$ cat src/rtl/adc_level_meter.sv
// adc_level_meter: windowed peak-magnitude meter with decaying held level and clip flag
module adc_level_meter #(
  parameter int WINDOW = 519,
  parameter int DECAY = 1
) (
  input  logic        dclk,
  input  logic        rst,
  input  logic [11:0] sample,
  input  logic        sample_valid,
  output logic [5:0]  level,
  output logic        level_valid,
  output logic        clip
);
  localparam int CW = $clog2(WINDOW);
  localparam logic [CW-1:0] LAST = CW'(WINDOW - 1);
  localparam logic [5:0] DEC = 6'(DECAY);
  logic [CW-1:0] count;
  logic [10:0] peak, mag, peak_n;
  logic [5:0] win, dec;
  logic acc, rail, last;
  // below midscale the magnitude 2047-sample is just the inverted low bits
  always_comb begin
    mag = sample[11] ? sample[10:0] : ~sample[10:0];
    peak_n = mag > peak ? mag : peak;
    win = peak_n[10:5];
    rail = sample == 12'd0 || &sample;
    last = sample_valid && count == LAST;
    dec = level > DEC ? level - DEC : 6'd0;
  end
  // max(win, level-DECAY) also covers win >= level, since then win >= level-DECAY
  always_ff @(posedge dclk or posedge rst)
    if (rst) begin
      count <= '0;
      peak <= '0;
      acc <= 1'b0;
      level <= '0;
      level_valid <= 1'b0;
      clip <= 1'b0;
    end else begin
      level_valid <= last;
      if (sample_valid) begin
        count <= last ? '0 : count + 1'b1;
        peak <= last ? '0 : peak_n;
        acc <= ~last & (acc | rail);
      end
      if (last) begin
        level <= win > dec ? win : dec;
        clip <= acc | rail;
      end
    end
endmodule

$ cat config.mk
export PLATFORM = sky130hd
export DESIGN_NAME = adc_level_meter
export DESIGN_NICKNAME = d
export VERILOG_FILES = /design/src/rtl/adc_level_meter.sv
export SDC_FILE = /design/constraint.sdc
export NUM_CORES = 1
export LEC_CHECK = 0
export CORE_MARGIN = 1.5
export CORE_UTILIZATION = 29
export DETAILED_ROUTE_END_ITERATION = 10
export REMOVE_ABC_BUFFERS = 1
export SKIP_LAST_GASP = 1
export SYNTH_ARGS = -nofsm -noshare
export SYNTH_HDL_FRONTEND = slang
export SYNTH_SLANG_ARGS = --single-unit
export TNS_END_PERCENT = 10
$ cat constraint.sdc
create_clock -name dclk -period 4.2 [get_ports dclk]
set_clock_uncertainty 0.05 [all_clocks]
set_input_delay 1.05 -clock dclk [delete_from_list [all_inputs] [get_ports dclk]]
set_output_delay 1.05 -clock dclk [all_outputs]
set_load 0.05 [all_outputs]
# Word level (Yosys, flattened, before mapping)

Index checks and enable logic that the tools add are counted.

Register bits after elaboration: 30
Input bits: 15
Output and inout bits: 8

Add/sub/neg operators: 2
$lt $le $gt $ge: 3
Equal/unequal tests: 1
Mux-type cells: 6
Bitwise gates (word level): 4
Reductions and logical operators: 6

Operator list:

| kind                                                | number |
|---|---|
| 2-to-1 mux 11 bit                                   | 3 |
| logical NOT 12 bit                                  | 1 |
| 2-to-1 mux 6 bit                                    | 2 |
| AND reduction 12 bit                                | 1 |
| > comparator 11 bit                                 | 1 |
| inverter 11 bit                                     | 1 |
| adder 10 x 1 -> 10 bit (second input constant)      | 1 |
| equality test 10 bit (second input constant)        | 1 |
| 2-to-1 mux 10 bit                                   | 1 |
| > comparator 6 x 1 -> 1 bit (second input constant) | 1 |
| > comparator 6 bit                                  | 1 |
| subtractor 6 x 1 -> 6 bit (second input constant)   | 1 |
| AND reduction 2 bit                                 | 1 |
| nonzero test 2 bit                                  | 1 |
| bitwise AND 1 bit                                   | 1 |
| logical AND 1 bit                                   | 1 |
| logical OR 1 bit                                    | 1 |
| inverter 1 bit                                      | 1 |
| OR 1 bit                                            | 1 |

# Logic depth before layout (Yosys ltp)

Gate-level depths: netlist (run 1).

Depth in word-level cells: 6
Gate-level depth with buffers: 18
Gate-level depth less buffers: 15

# Worst setup path before layout (run 1)

No wires, ideal clock.

Kind: in2reg
Start point: input port sample[11]
End point: register level[0]
Setup time: 0.104 ns
Arrival time: 4.432 ns
Required time: 4.046 ns
Path slack: -0.385 ns
Cell stages on the path: 18
Path through: buf_2 > inv_1 > ha_1 > inv_1 > ha_1 > nand4_1 > a211oi_1 > a2111oi_1 > buf_4 > mux2i_1 > inv_1 > ha_1 > nand4_1 > a21oi_1 > o31a_1 > clkbuf_1 > o21ai_0 > a221oi_1

Longest elaborated chain between the ends: 5

Ends and longest elaborated chain:

| element              | line | text |
|---|---|---|
| start, declared      | 8    | `input logic [11:0] sample,` |
| 2-to-1 mux 11 bit *  | 23   | `mag = sample[11] ? sample[10:0] : ~sample[10:0];` |
| > comparator 11 bit  | 24   | `peak_n = mag > peak ? mag : peak;` |
| 2-to-1 mux 11 bit *  | 24   |  |
| > comparator 6 bit   | 47   | `level <= win > dec ? win : dec;` |
| 2-to-1 mux 6 bit *   | 47   |  |
| end signal, assigned | 47   |  |
| end, declared        | 10   | `output logic [5:0] level,` |

Mark *: on every way between the ends. The rest lies on a longest branch, timed or not. The select of a mux whose other input is x is not followed.
A chain may end at the register's enable or synchronous reset.

# Worst setup path after layout (run 1)

Start point: input port sample[10]
End point: register level[0]

Longest elaborated chain between the ends: 6

Ends and longest elaborated chain:

| element             | line |
|---|---|
| inverter 11 bit     | 23 |
| 2-to-1 mux 11 bit * | 23 |
| > comparator 11 bit | 24 |
| 2-to-1 mux 11 bit * | 24 |
| > comparator 6 bit  | 47 |
| 2-to-1 mux 6 bit *  | 47 |

Marks and branches as above.

==> results of run 1 <==
## worst paths after layout
path | startpoint | slack (ns) | endpoint | cells past startpoint
worst max-delay path | sample[10] | 0.15 | level[0] | 15
worst min register to register | clip | 0.44 | clip | 2
worst max register to register | peak[9] | 0.82 | level[0] | 12
min in group asynchronous | rst | 1.09 | level[2] | 3
max in group asynchronous | rst | 2.71 | peak[4] | 3
worst min-delay path | clip | 0.44 | clip | 2
## power breakdown
| group | switching (uW) | internal [uW] |
|---|---|---|
| combinational | 516 | 537 |
| clock | 128 | 132 |
| sequential | 79.0 | 370 |
## cell usage in the layout (no fill, tap or decap), types with 4 or more instances in the layout
cell	Yosys	routed
dlymetal6s2s_1	0	4
nand3_1	7	7
nor3_1	4	4
nor2_1	14	13
dfrtp_1	30	30
nor4b_1	6	5
o22ai_1	6	6
nand2_1	28	28
ha_4	0	4
ha_1	23	19
xnor2_2	0	7
o21ai_2	0	4
xor2_1	7	6
nor4_1	4	4
buf_4	5	32
dlygate4sd2_1	0	7
clkdlybuf4s50_1	0	10
a21oi_1	10	6
o21ai_0	15	8
o311a_1	4	4
xnor2_1	13	4
a21oi_2	0	4
clkbuf_8	0	6
inv_1	25	24
nand4_1	7	7
or4_1	4	4
o211ai_1	5	5
## critical path, delay by kind of cell
family          cells  cell delay (ns)
compound gates      3             0.88
fa+ha+maj           3             0.77
buf+inv             4             0.46
mux                 1             0.31
simple gates        4             0.74
## state kept, by name (all words and copies together), names as in the netlist
name         flops
acc              1
count           10
peak            11
level            6
clip             1
level_valid      1
## cell families after synthesis
family	Yosys count	share of synthesized area, %
fa+ha+maj	23	12.4
compound gates	59	17.6
xor+xnor	20	7.54
flops	30	32.3
buf+inv	39	7.97
simple gates	90	20.9
mux	3	1.29
## routing by layer
layer | global-route usage, % | vias to the layer above
li1 | - | 1060
met1 | 19.7 | 1023
met2 | 25.1 | 44
met3 | 2.63 | 8
met4 | 3.97 | 0
met5 | 0 | -
## metrics by stage
step	setup WS (ns)	cells	total power, uW	setup TNS [ns]
floorplan	-1.48	251	975	-9.28
global placement	-0.800	407	1280	-4.66
detailed placement	-0.945	407	1300	-5.45
CTS	0.00943	418	1700	0
global route	-0.0150	419	1900	-0.0377
finish	0.148	419	1760	0
## final cells by class
cell class              instances  area (um^2)
clock inverters                 2         12.5
well taps                     102          128
repair buffers                 58          524
multi-input cells             195         1610
clock buffers                   6         82.6
inverters                      26         97.6
fillers                       744         4520
flip-flops and latches         30          751
## repair_timing
action,4_1_cts,5_1_grt
gates cloned,0,1
pin swaps,15,7
gates resized for setup,36,22
buffers inserted,3,0
setup endpoints to repair,6,6
==> summary.txt, run 1 <==
Outcome
  • Status: finished, final reports clean

Worst setup path
  • CP max stage cell: a2111oi_4
  • Worst Setup End Kind: flop
  • Critical Setup Path Class: input pin to flop
  • CP Launch Type: input pin
  • CP Max Fanout: 5
  • CP Cell Sequence: dlygate4sd2_1, inv_1, ha_1, inv_2, ha_4, and4_4, a2111oi_4, mux2i_1, inv_1, ha_4, nand4_1, or2_4, o31a_1, and3_1, a221oi_2
  • Crit path largest cell delay: around 0.5 ns
  • Critical path required time: 4.36 ns
  • Worst EP arrival: 4.21 ns

Logic synthesis
  • YS warnings: 0
  • Synth area leaders: dfrtp_1 32%, ha_1 12%, xnor2_1 4.9%
  • Synth top area share: ~32%
  • Synth Register Bits: 30
  • Syn_area_per_cell: just under 9 um^2
  • Commonest cells post-synth: 30 x dfrtp_1, 28 x nand2_1, 25 x inv_1, 23 x ha_1, 15 x o21ai_0
  • Count leader, synth: dfrtp_1
  • Synth area leader: dfrtp_1
  • Top_reg_cell synth: dfrtp_1
  • Syn Inst Count: 264
  • Synth unique cells: 49
  • Number of flops mapped to enable cells by yosys: 0
  • Mapped Area: 0.00232 mm^2
  • FFs w/ async S/R, synth: 100%
  • Seq/Total Area, Yosys: ~32%

Placed design
  • Port-buffer cells: 22
  • DP HPWL: roughly 4.4 mm
  • Post-DP Area: 0.00284 mm^2
  • RePlAce Congestion: 0.899

Global route
  • Initial antenna violation count: 0
  • Vias in the first global route: 2,166
  • First-pass GRT wire length: 10.2 mm
  • GRT Total Usage: 15.0%
  • Overflow after GRT: 0
  • Largest net degree at the start of global routing: 31

Layout
  • Final core occ: 41.5%
  • Net count reported at finish: roughly 350
  • Share of layout cells above drive strength 1: 25.9%
  • Area Growth Syn to Fin: 38.2%
  • Post-route cell area: 0.00321 mm^2
  • Antenna Diode Count: 0

Clock network
  • Clock Sinks: 30
  • CTS Buf Count: 5
  • Clock Latency Late Sink: 0.29 ns
  • Worst-path clk slew: about 0.080 ns
  • CTS tree: done
  • Post-CTS Hold Buffers: 0
  • Max Root-Sink Buffers: 2
  • Root buffer cell: clkbuf_8
  • H-tree depth: 2

Floorplanning
  • Die width: approximately 92 um
  • Top-level I/O count: 23
  • Row cnt: 32
  • Initial core utilization: 30.1%
  • Die Y: 92.5 um
  • Die Area: 0.00855 mm^2
  • Core Area: about 0.0077 mm^2

Flow run
  • Total of max-cap violations: 0

Detailed routing
  • Max Used Layer: met4
  • Post-route DRC: 0
  • Antenna-violating nets left: 0
  • Detailed router's first-iteration violation count: 103
  • DRT Pass-1 Iters: 4
  • Vias per inst: a little over 5
  • Via count: 2,135
  • DRT met1 WL: 2.95 mm
  • Wire length per cell: ~15 um
  • DRT Wirelength: about 6.1 mm
  • Met3 WL: 192 um
  • Met2 WL: between 2 and 3 mm

STA
  • Fin. Hold Viols: 0
  • Slew Viols, Final: 0
  • Slew @ Worst Pin: 0.531 ns
  • Fin crit period: 4.05 ns
  • Hold WS: 0.438 ns
  • Max Freq: about 250 MHz
  • Slew headroom: 64.4%
  • Tcrit/Tclk final: 96.5%
  • Final number of setup-violating endpoints: 0

Power
  • Maximum vdd drop: 0.188 mV
  • Static leakage: 0.00147 uW
  • PwrDens: 549 mW/mm^2

Hold path
  • Worst hold path class: flop to flop
Power figures use the tool's default switching activity.
==> inputs of run 2 (changes only) <==
- HOLD_SLACK_MARGIN: unset -> 0.15
==> results of run 2 <==
The final DEF is identical to that of run 1; final timing and power are the same.
